## src/rtl/johnson_seq_ctrl.sv

```systemverilog
// -----------------------------------------------------------------------------
// johnson_seq_ctrl
//   Run controller for an N-bit Johnson (twisted-ring) pattern. A run starts
//   from IDLE, advances the pattern one position every DIV clock cycles
//   (forward or reverse, chosen at each step), and either finishes after a
//   latched number of steps or runs freely until stopped. The pattern can be
//   preloaded in IDLE; an illegal preload is replaced by zero and flagged.
//
// Parameters
//   N    Johnson register width (2..16)
//   DIV  clock cycles per step (1..255)
//
// Ports
//   iClk      in   clock, all state changes on the rising edge
//   iReset    in   synchronous active-high reset
//   iStart    in   pulse, starts a run from IDLE
//   iStop     in   pulse, aborts a run (RUN or HOLD)
//   iHold     in   level, freezes a run while high
//   iDir      in   0 = forward, 1 = reverse, sampled at each step
//   iSteps    in   step count latched at start, 0 = free-run
//   iLoad     in   pulse, preloads iPattern in IDLE
//   iPattern  in   preload value
//   oSalida   out  current Johnson pattern
//   oIndex    out  position of oSalida in the 2N-state sequence
//   oBusy     out  high in RUN and HOLD
//   oDone     out  high for the single cycle spent in DONE
//   oError    out  sticky illegal-preload flag, cleared only by reset
// -----------------------------------------------------------------------------
module johnson_seq_ctrl #(
  parameter int N   = 4,
  parameter int DIV = 1
) (
  input  logic                      iClk,
  input  logic                      iReset,
  input  logic                      iStart,
  input  logic                      iStop,
  input  logic                      iHold,
  input  logic                      iDir,
  input  logic [7:0]                iSteps,
  input  logic                      iLoad,
  input  logic [N-1:0]              iPattern,
  output logic [N-1:0]              oSalida,
  output logic [$clog2(2*N)-1:0]    oIndex,
  output logic                      oBusy,
  output logic                      oDone,
  output logic                      oError
);

  localparam int IW = $clog2(2*N);
  localparam logic [7:0] PRESC_LAST = 8'(DIV - 1);

  typedef enum logic [1:0] {
    S_IDLE = 2'd0,
    S_RUN  = 2'd1,
    S_HOLD = 2'd2,
    S_DONE = 2'd3
  } state_t;

  state_t       state_q;
  logic [N-1:0] pat_q;
  logic [7:0]   presc_q;
  logic [7:0]   rem_q;
  logic         free_q;     // run was started with iSteps = 0
  logic         busy_q;
  logic         done_q;
  logic         error_q;

  logic [N-1:0] step_pat_d;
  logic         step_evt_s;

  // A Johnson code has at most one boundary between adjacent differing bits.
  function automatic logic is_legal(input logic [N-1:0] p);
    int edges;
    edges = 0;
    for (int i = 0; i < N - 1; i++) begin
      edges = edges + int'(p[i] ^ p[i+1]);
    end
    return (edges <= 1);
  endfunction

  // Position in the sequence: the filling half has bit 0 set and the index
  // equals the number of ones; the draining half counts down from 2N.
  function automatic logic [IW-1:0] johnson_index(input logic [N-1:0] p);
    int ones;
    ones = 0;
    for (int i = 0; i < N; i++) begin
      ones = ones + int'(p[i]);
    end
    if (p == '0) begin
      return '0;
    end else if (p[0]) begin
      return IW'(ones);
    end else begin
      return IW'(2 * N - ones);
    end
  endfunction

  assign step_evt_s = (presc_q == PRESC_LAST);

  // Candidate next pattern for the current direction.
  always_comb begin
    if (iDir) begin
      step_pat_d = {~pat_q[0], pat_q[N-1:1]};
    end else begin
      step_pat_d = {pat_q[N-2:0], ~pat_q[N-1]};
    end
  end

  // Run-control FSM with prescaler, step counter and registered flags.
  always_ff @(posedge iClk) begin
    if (iReset) begin
      state_q <= S_IDLE;
      pat_q   <= '0;
      presc_q <= 8'd0;
      rem_q   <= 8'd0;
      free_q  <= 1'b0;
      busy_q  <= 1'b0;
      done_q  <= 1'b0;
      error_q <= 1'b0;
    end else begin
      case (state_q)
        S_IDLE: begin
          done_q <= 1'b0;
          // Load wins over a coincident start; stop is meaningless here.
          if (iLoad) begin
            if (is_legal(iPattern)) begin
              pat_q <= iPattern;
            end else begin
              pat_q   <= '0;
              error_q <= 1'b1;
            end
          end else if (iStart) begin
            state_q <= S_RUN;
            presc_q <= 8'd0;
            rem_q   <= iSteps;
            free_q  <= (iSteps == 8'd0);
            busy_q  <= 1'b1;
          end
        end

        S_RUN: begin
          // Stop beats hold and a coincident step. Hold freezes the run on
          // the very cycle it is seen, so the prescaler does not count then.
          if (iStop) begin
            state_q <= S_IDLE;
            busy_q  <= 1'b0;
          end else if (iHold) begin
            state_q <= S_HOLD;
          end else if (step_evt_s) begin
            pat_q   <= step_pat_d;
            presc_q <= 8'd0;
            if (!free_q) begin
              rem_q <= rem_q - 8'd1;
              if (rem_q == 8'd1) begin
                state_q <= S_DONE;
                busy_q  <= 1'b0;
                done_q  <= 1'b1;
              end
            end
          end else begin
            presc_q <= presc_q + 8'd1;
          end
        end

        S_HOLD: begin
          if (iStop) begin
            state_q <= S_IDLE;
            busy_q  <= 1'b0;
          end else if (!iHold) begin
            state_q <= S_RUN;
          end
        end

        S_DONE: begin
          state_q <= S_IDLE;
          done_q  <= 1'b0;
        end

        default: begin
          state_q <= S_IDLE;
          busy_q  <= 1'b0;
          done_q  <= 1'b0;
        end
      endcase
    end
  end

  assign oSalida = pat_q;
  assign oIndex  = johnson_index(pat_q);
  assign oBusy   = busy_q;
  assign oDone   = done_q;
  assign oError  = error_q;

endmodule

```

## config.mk

```make
export PLATFORM = sky130hd
export DESIGN_NAME = johnson_seq_ctrl
export DESIGN_NICKNAME = d
export VERILOG_FILES = /design/src/rtl/johnson_seq_ctrl.sv
export SDC_FILE = /design/constraint.sdc
export NUM_CORES = 1
export LEC_CHECK = 0
export BUFFER_PORTS_ARGS = -buffer_cell sky130_fd_sc_hd__buf_2
export CAP_MARGIN = 10
export CORE_ASPECT_RATIO = 0.9
export CORE_MARGIN = 5
export CORE_UTILIZATION = 45
export CTS_CLUSTER_DIAMETER = 30
export DETAILED_ROUTE_END_ITERATION = 8
export GPL_TIMING_DRIVEN = 0
export PLACE_DENSITY_LB_ADDON = 0.1
export SLEW_MARGIN = 25
export SYNTH_ARGS = -nofsm -noshare
export SYNTH_HDL_FRONTEND = slang
export SYNTH_SLANG_ARGS = --single-unit
```

## constraint.sdc

```tcl
create_clock -name iClk -period 5.6 [get_ports iClk]
set_input_delay 1.12 -clock iClk [delete_from_list [all_inputs] [get_ports iClk]]
set_output_delay 1.12 -clock iClk [all_outputs]
set_load 0.05 [all_outputs]
```

==> flow_summary_export.csv, run 1 <==
group,metric,value,unit
drt,drt_iter0_markers,85,
placed_design,post-dp-hpwl,3094,microns
floorplan,die_w,76.54,microns
flow_run,maxCapViolations,0,
power_and_ir_drop,p_leak,0.8499,nW
global_routing,grt_pass1_vias,1530,
clock_network,root_buffer,"clkbuf_8",
finish,final_net_count,284,
clock_network,post_cts_buffers,0,
drt,via_per_inst,5.368,
drt,ant_nets,0,
floorplan,dieArea,5348,sq um
clock_network,cts_hold_buf,0,
drt,firstDrtPassIters,4,
floorplan,die_y,69.88,microns
yosys,ys_ff_latch,26,
yosys,synth_most_common_cell,"dfxtp_1",
yosys,ys_types,47,
timing,drv_slew,0,
finish,area_delta_synth_final,14.10,%
clock_network,clock_path_buffers,2,
global_routing,grt_pass1_wl,7031,microns
yosys,synthTopCellsByArea,"dfxtp_1 (29%), ha_1 (9.1%), a21oi_1 (6.7%)",
run_status,outcome,"completed",
clock_network,h-tree-depth,1,
drt,drt-total-wl,4032,microns
timing,rsz0062_at_grt,"false",
global_routing,grt_use_total,15.52,%
worst_setup_path,critical_path_class,"flop to output pin",
timing,hold_viol,0,
timing,fin_setup_tns,0,ns
clock_network,cts-buffers-inserted,3,
timing,setup_viol,0,
placed_design,io_buffer_count,28,
clock_network,clock_sinks,26,
timing,worst_pin_slew,0.6163,ns
finish,num_antenna_cells,0,
drt,vias,1589,
timing,final.period_utilization,66.55,%
yosys,syn-cell-area,1793,sq um
worst_setup_path,cp_slowest_cell,"fa_1",
yosys,synth.top_cells.by_count,"dfxtp_1 (26), a21oi_1 (24), nor2_1 (22), nand2_1 (18)",
power_and_ir_drop,powerDensity,501.4,nW/um^2
yosys,synth_nets,251,
floorplan,ioPinCount,29,
worst_setup_path,critical_path.max_fanout,6,
yosys,synth_cells,218,
yosys,avgSynthCellArea,8.225,sq um
global_routing,antenna_found_initial,0,
floorplan,core,3784,sq um
yosys,synth_ff_type,"dfxtp_1",
yosys,yosysSeqAreaShare,29.03,%
yosys,synth-edff-count,0,
global_routing,grt_max_degree,15,
yosys,async_flop_share,0,%
floorplan,rows,21,
worst_setup_path,cp.arrival,2.61,ns
yosys,yosysWarnings,0,
timing,finalCriticalPeriod,3.727,ns
global_routing,grt.overflow.total,0,
clock_network,tritoncts,"done",
worst_setup_path,crit_path_cell_trace,"fa_1 -> ha_1 -> ha_1 -> inv_1 -> ha_1 -> or3_1 -> a21oi_1 -> buf_2",
clock_network,clk_pin_slew,0.09,ns
power_and_ir_drop,power,0.001026,W
placed_design,gp_congestion,0.8320,
worst_setup_path,crit_buf_inv,2,
clock_network,clkLatencyLatePin,0.27,ns
power_and_ir_drop,ir_worst_vdd,0.1927,mV
yosys,yosys.area.top_type,"dfxtp_1",
timing,finalClockSkew,0.003968,ns
finish,drive_above_1_share,18.40,%
worst_setup_path,cpMostUsedCell,"ha_1",
worst_setup_path,critPathTopFamily,"adder cells",
finish,multi_input_area,1189,sq um
hold_path,hold_path.class,"flop to flop",
worst_setup_path,cp-end-kind,"output pin",
drt,wl_per_cell,13.62,microns
timing,max_freq,268.3,MHz
floorplan,start_util,47.39,%
worst_setup_path,cp-start-kind,"flop",
drt,drc,0,
worst_setup_path,required,4.48,ns
clock_network,cts-resized-gates,0,
worst_setup_path,cpPeakStageDelay,0.46,ns
finish,regArea,520.5,sq um
finish,fillers,376,
timing,slew_headroom,58.91,%
yosys,synth_top_area_share,29.03,%
==> registers in the layout, summed over array words and instances, names as in the netlist <==
name     cells
presc_q      8
rem_q        8
oSalida      4
state_q      2
free_q       1
oBusy        1
oDone        1
oError       1
==> path summary, 6_finish.rpt <==
| path | from | endpoint | slack, ns | cells after the start |
|---|---|---|---|---|
| worst max-delay path | oSalida[3]$_SDFFE_PP0P_ | oIndex[2] | 1.87 | 8 |
| worst min-delay path | oDone$_SDFFE_PP0P_ | oDone$_SDFFE_PP0P_ | 0.49 | 2 |
| worst max register to register | state_q[0]$_SDFFE_PP0P_ | rem_q[0]$_SDFFE_PP0P_ | 3.71 | 8 |
| worst min register to register | oDone$_SDFFE_PP0P_ | oDone$_SDFFE_PP0P_ | 0.49 | 2 |
==> final cells by class <==
type                            instances  share of cell area, %
Buffer                                  7                  1.713
Clock buffer                            4                  2.691
Inverter                               13                  2.385
Multi-Input combinational cell        172                  58.10
Sequential cell                        26                  25.44
Tap cell                               46                  2.813
Timing Repair Buffer                   28                  6.850
==> through the flow <==
step / hold slack [ns] / worst slack [ns] / utilization [%] / instance area [sq um] / cells
floorplan: 0.4540 / 1.472 / - / 1793 / 218
global placement: 0.4724 / 2.171 / 52.61 / 1991 / 292
detailed placement: 0.4832 / 2.157 / 52.61 / 1991 / 292
CTS: 0.4997 / 1.838 / 54.07 / 2046 / 296
global route: 0.5390 / 1.711 / 54.07 / 2046 / 296
finish: 0.4923 / 1.873 / 54.07 / 2046 / 296
==> tightest hold or removal path: cells and delay by family, from the launching register on <==
kind / cells / cell delay, ns
simple gates: 1 / 0.05
compound gates: 1 / 0.06
flops: 1 / 0.33
==> cell usage in the layout (no fill, tap or decap), types with 7 or more instances in the layout <==
master / n
nand2b_1: 7
xor2_1: 9
ha_1: 13
nor2_1: 22
nor3_1: 9
nand2_1: 18
a21oi_1: 24
dfxtp_1: 26
inv_1: 13
buf_2: 29
==> logic make-up (layout without fill, tap and decap cells) <==
family	count (synthesis)	count (layout)	share of synthesized area (%)
mux	2	2	1.186
xor+xnor	10	10	4.885
compound gates	56	56	21.63
flops	26	26	29.03
fa+ha+maj	14	14	10.19
buf+inv	20	52	4.675
simple gates	90	90	28.40
==> metal layers <==
layer	part of all wire, %	track usage [%]	wire length [microns]	up-vias
met1	52	21.95	2079	716
met2	43	24.24	1717	35
met5	0	0	0	-
met4	0.45	2.330	18	0
met3	5.4	3.856	217	2
li1	-	-	-	836
==> where the power goes <==
group | switching [W] | internal [W] | leakage, nW
Clock | 0.0000605 | 0.0000629 | 0.0288
Combinational | 0.000410 | 0.000222 | 0.609
Sequential | 0.0000469 | 0.000223 | 0.212
No activity file was read; power rests on OpenSTA's default activity.
==> run 2, diff against run 1 <==
clock period = 3.2 ns   (was 5.6 ns; I/O delays follow)
==> flow_summary_export.csv, run 2 (same netlist as run 1, synthesis figures left out) <==
group,metric,value,unit
run_status,outcome,"completed",
global_routing,grt.overflow.total,0,
worst_setup_path,crit_path_cell_trace,"fa_1 -> ha_2 -> ha_4 -> inv_1 -> ha_1 -> or3_4 -> a21oi_4 -> buf_6",
hold_path,hold_path.class,"flop to flop",
clock_network,root_buffer,"clkbuf_8",
finish,layout_common_cells,"buf_2 (28), a21oi_1 (23), dfxtp_1 (23), nor2_1 (21), nand2_1 (18)",
floorplan,rows,21,
drt,via_per_inst,5.351,
finish,drive_above_1_share,21.60,%
global_routing,grt_use_total,15.68,%
power_and_ir_drop,powerDensity,889.4,nW/um^2
worst_setup_path,r2r_end,"presc_q[4]$_SDFFE_PP0P_",
worst_setup_path,required,2.56,ns
finish,regArea,526.8,sq um
drt,firstDrtPassIters,4,
worst_setup_path,worst-r2r-cell-count,6,
timing,fin_setup_tns,0,ns
worst_setup_path,critical_path_class,"flop to output pin",
drt,drt-total-wl,4025,microns
timing,finalClockSkew,0.008570,ns
floorplan,dieArea,5348,sq um
placed_design,io_buffer_count,28,
finish,final_net_count,285,
global_routing,grt_pass1_vias,1461,
worst_setup_path,worstSetupPathDepth,8,
timing,hold_viol,0,
worst_setup_path,cp.arrival,2.47,ns
finish,final_common_cell,"buf_2",
power_and_ir_drop,p_leak,0.8475,nW
finish,num_antenna_cells,0,
hold_path,holdPathEnd,"oError$_SDFFE_PP0P_",
clock_network,clk_pin_slew,0.09,ns
floorplan,ioPinCount,29,
worst_setup_path,cpPeakStageDelay,0.48,ns
worst_setup_path,r2r_setup_slack,1.31,ns
timing,worst_pin_slew,0.6325,ns
timing,setup_ws,0.09018,ns
clock_network,h-tree-depth,1,
timing,final.period_utilization,97.18,%
placed_design,post-dp-hpwl,3072,microns
worst_setup_path,cp_slowest_cell,"fa_1",
clock_network,clkLatencyLatePin,0.27,ns
floorplan,core,3784,sq um
clock_network,clock_sinks,26,
floorplan,die_y,69.88,microns
clock_network,cts-buffers-inserted,3,
clock_network,tritoncts,"done",
drt,ant_nets,0,
timing,rsz0062_at_grt,"false",
drt,drt_iter0_markers,76,
timing,max_freq,321.6,MHz
finish,fillers,369,
timing,timing.hold.ws,0.5046,ns
global_routing,grt_pass1_wl,7141,microns
worst_setup_path,cp-start-kind,"flop",
power_and_ir_drop,ir_worst_vdd,0.3449,mV
drt,drc,0,
placed_design,gp_congestion,0.8214,
timing,finalCriticalPeriod,3.110,ns
hold_path,min_from,"oError$_SDFFE_PP0P_",
worst_setup_path,crit_buf_inv,2,
placed_design,dp_slack,0.1948,ns
floorplan,start_util,47.39,%
worst_setup_path,reg2reg_from,"state_q[1]$_SDFFE_PP0P_",
timing,drv_slew,0,
drt,wl_per_cell,13.60,microns
timing,setup_viol,0,
timing,slew_headroom,57.83,%
global_routing,antenna_found_initial,0,
flow_run,maxCapViolations,0,
floorplan,die_w,76.54,microns
worst_setup_path,critPathTopFamily,"adder cells",
global_routing,grt_max_degree,14,
worst_setup_path,critical_path.max_fanout,6,
finish,multi_input_area,1222,sq um
drt,vias,1584,
finish,area_delta_synth_final,16.33,%
hold_path,hold_depth,2,
worst_setup_path,cp-end-kind,"output pin",
clock_network,clock_path_buffers,2,
## run 2: repair_timing
| action | CTS | global route |
|---|---|---|
| hold buffers | 0 | 0 |
| pin swaps | 0 | 0 |
| setup buffers | 0 | 1 |
| endpoints found under the setup margin | 1 | 1 |
| gates resized for setup | 4 | 4 |
| cloned | 0 | 0 |
## run 2: final cells by class
cell class | instances | area share, %
multi-input combinational | 172 | 58.61
sequential | 26 | 25.25
timing repair buffer | 29 | 7.379
tap | 46 | 2.759
inverter | 13 | 2.340
clock buffer | 3 | 1.980
buffer | 7 | 1.680
## run 2: metrics by stage
stage	area (sq um)	cells	power (W)	utilization, %
global placement	2006	292	0.001615	53.01
CTS	2056	295	0.001842	54.33
finish	2086	296	0.001855	55.13
detailed placement	2006	292	0.001629	53.01
floorplan	1808	218	0.001388	-
global route	2086	296	0.002031	55.13
## run 2: per-layer routing
layer	GRT usage (%)	vias up	part of all wire (%)
met2	23.00	34	42
met1	23.27	714	52
met3	4.113	2	5.6
met4	2.330	0	0.57
met5	0	-	0
li1	-	834	-
## run 2: worst min-delay path, stage by stage (launching register included)
cell	delay, ns
dfxtp_1	0.36
a31oi_1	0.05
nor2_1	0.07
## run 2: how the worst max path moves through the flow
stage / start / endpoint
6_report: oSalida[0]$_SDFFE_PP0P_ / oIndex[2]
5_1_grt: oSalida[0]$_SDFFE_PP0P_ / oIndex[2]
4_1_cts: oSalida[0]$_SDFFE_PP0P_ / oIndex[2]
3_5_place_dp: oSalida[3]$_SDFFE_PP0P_ / oIndex[2]
3_3_place_gp: oSalida[3]$_SDFFE_PP0P_ / oIndex[2]
2_1_floorplan: oSalida[3]$_SDFFE_PP0P_ / oIndex[2]
## run 2: power by group
part | internal (W) | switching [W] | leakage, nW
Sequential | 0.000396 | 0.0000809 | 0.213
Combinational | 0.000445 | 0.000750 | 0.613
Clock | 0.0000843 | 0.0000992 | 0.0216
==> run 3, diff against run 2 <==
==> constraint.sdc (replaced) <==
create_clock -name iClk -period 3.2 [get_ports iClk]
set_input_delay 0.48 -clock iClk [delete_from_list [all_inputs] [get_ports iClk]]
set_output_delay 0.48 -clock iClk [all_outputs]
set_load 0.05 [all_outputs]
==> flow_summary_export.csv, run 3 (same netlist as run 1, synthesis figures left out) <==
group,metric,value,unit
run_status,outcome,"completed",
timing,finalCriticalPeriod,3.059,ns
flow_run,maxCapViolations,0,
timing,final.period_utilization,95.60,%
worst_setup_path,cp-end-kind,"output pin",
floorplan,die_w,76.54,microns
worst_setup_path,critical_path_class,"flop to output pin",
finish,area_delta_synth_final,13.68,%
hold_path,hold_path.class,"flop to flop",
drt,wl_per_cell,13.57,microns
power_and_ir_drop,ir_worst_vdd,0.3260,mV
drt,drt-total-wl,4003,microns
timing,drv_slew,0,
floorplan,ioPinCount,29,
clock_network,cts-buffers-inserted,3,
timing,worst_pin_slew,0.5719,ns
finish,final_net_count,284,
power_and_ir_drop,powerDensity,866.3,nW/um^2
timing,fin_setup_tns,0,ns
finish,fillers,381,
worst_setup_path,cp_slowest_cell,"fa_1",
clock_network,root_buffer,"clkbuf_8",
drt,drc,0,
power_and_ir_drop,power,0.001766,W
floorplan,rows,21,
worst_setup_path,crit_path_cell_trace,"fa_1 -> ha_1 -> ha_1 -> inv_1 -> ha_1 -> or3_1 -> a21oi_2 -> buf_2",
floorplan,core,3784,sq um
clock_network,h-tree-depth,1,
floorplan,start_util,47.39,%
clock_network,clk_pin_slew,0.09,ns
global_routing,antenna_found_initial,0,
timing,setup_viol,0,
finish,final_core_util,53.87,%
clock_network,clock_sinks,26,
clock_network,tritoncts,"done",
global_routing,grt.overflow.total,0,
worst_setup_path,cp-start-kind,"flop",
finish,layout_common_cells,"buf_2 (29), dfxtp_1 (24), a21oi_1 (23), nor2_1 (22), nand2_1 (18)",
worst_setup_path,required,2.72,ns
global_routing,grt_pass1_wl,6775,microns
worst_setup_path,startpoint,"oSalida[1]$_SDFFE_PP0P_",
floorplan,dieArea,5348,sq um
finish,num_antenna_cells,0,
floorplan,die_y,69.88,microns
worst_setup_path,reg2reg_from,"state_q[1]$_SDFFE_PP0P_",
hold_path,min_from,"oError$_SDFFE_PP0P_",
drt,firstDrtPassIters,4,
drt,vias,1595,
timing,hold_viol,0,
worst_setup_path,cpPeakStageDelay,0.45,ns
worst_setup_path,crit_buf_inv,2,
global_routing,grt_pass1_vias,1433,
worst_setup_path,cp.arrival,2.58,ns
worst_setup_path,critPathTopFamily,"adder cells",
timing,max_freq,326.9,MHz
finish,final_common_cell,"buf_2",
worst_setup_path,critical_path.max_fanout,5,
drt,ant_nets,0,
drt,drt_iter0_markers,63,
placed_design,gp_congestion,0.8339,
worst_setup_path,cpMostUsedCell,"ha_1",
timing,slew_headroom,61.88,%
clock_network,post_cts_buffers,0,
placed_design,io_buffer_count,28,
timing,rsz0062_at_grt,"false",
clock_network,clock_path_buffers,2,
clock_network,clkLatencyLatePin,0.27,ns
finish,drive_above_1_share,19.28,%
drt,via_per_inst,5.407,
global_routing,grt_max_degree,14,
timing,finalClockSkew,0.006579,ns
power_and_ir_drop,p_leak,0.8435,nW
placed_design,post-dp-hpwl,3014,microns
global_routing,grt_use_total,15.06,%
-- run 3: tightest hold or removal path, stage by stage, from the launching register on --
cell	delay, ns
dfxtp_1	0.34
a31oi_1	0.04
nor2_1	0.06
-- run 3: final cells by class --
type / count / area (sq um) / share of cell area [%]
Timing Repair Buffer: 28 / 140.1 / 6.875
Tap cell: 46 / 57.56 / 2.824
Sequential cell: 26 / 523.0 / 25.66
Inverter: 13 / 48.80 / 2.394
Clock buffer: 3 / 41.29 / 2.026
Buffer: 7 / 35.03 / 1.719
Multi-Input combinational cell: 172 / 1192 / 58.50
-- run 3: through the flow --
step                hold WS [ns]  area [sq um]  std cells  setup slack (ns)
finish                    0.4698          2038        295            0.1409
global route              0.5356          2038        295          0.007666
detailed placement        0.4524          1996        292            0.3982
CTS                       0.4744          2037        295           0.08633
global placement          0.4502          1996        292            0.4049
floorplan                 0.4540          1798        218           0.02925
-- run 3: final timing paths --
| kind | to | depth (start not counted) | slack [ns] |
|---|---|---|---|
| setup reg to reg | presc_q[2]$_SDFFE_PP0P_ | 6 | 1.24 |
| hold / removal | oError$_SDFFE_PP0P_ | 2 | 0.47 |
| hold reg to reg | oError$_SDFFE_PP0P_ | 2 | 0.47 |
| setup / recovery | oIndex[2] | 8 | 0.14 |
-- run 3: layer usage --
metal,global-route usage (%),vias to the layer above,wire (microns)
li1,-,838,-
met1,21.62,719,2093
met2,21.58,31,1667
met3,4.113,7,180
met4,4.854,0,61
met5,0,-,0
-- run 3: timing repair --
item	in CTS	in global routing
setup endpoints to repair	0	1
hold buffers	0	0
gates resized for setup	0	1
-- run 3: where the power goes --
part,internal (W),switching (W),total [W]
registers,0.000393,0.0000794,0.000472
clock network,0.0000845,0.000101,0.000186
logic,0.000391,0.000717,0.00111
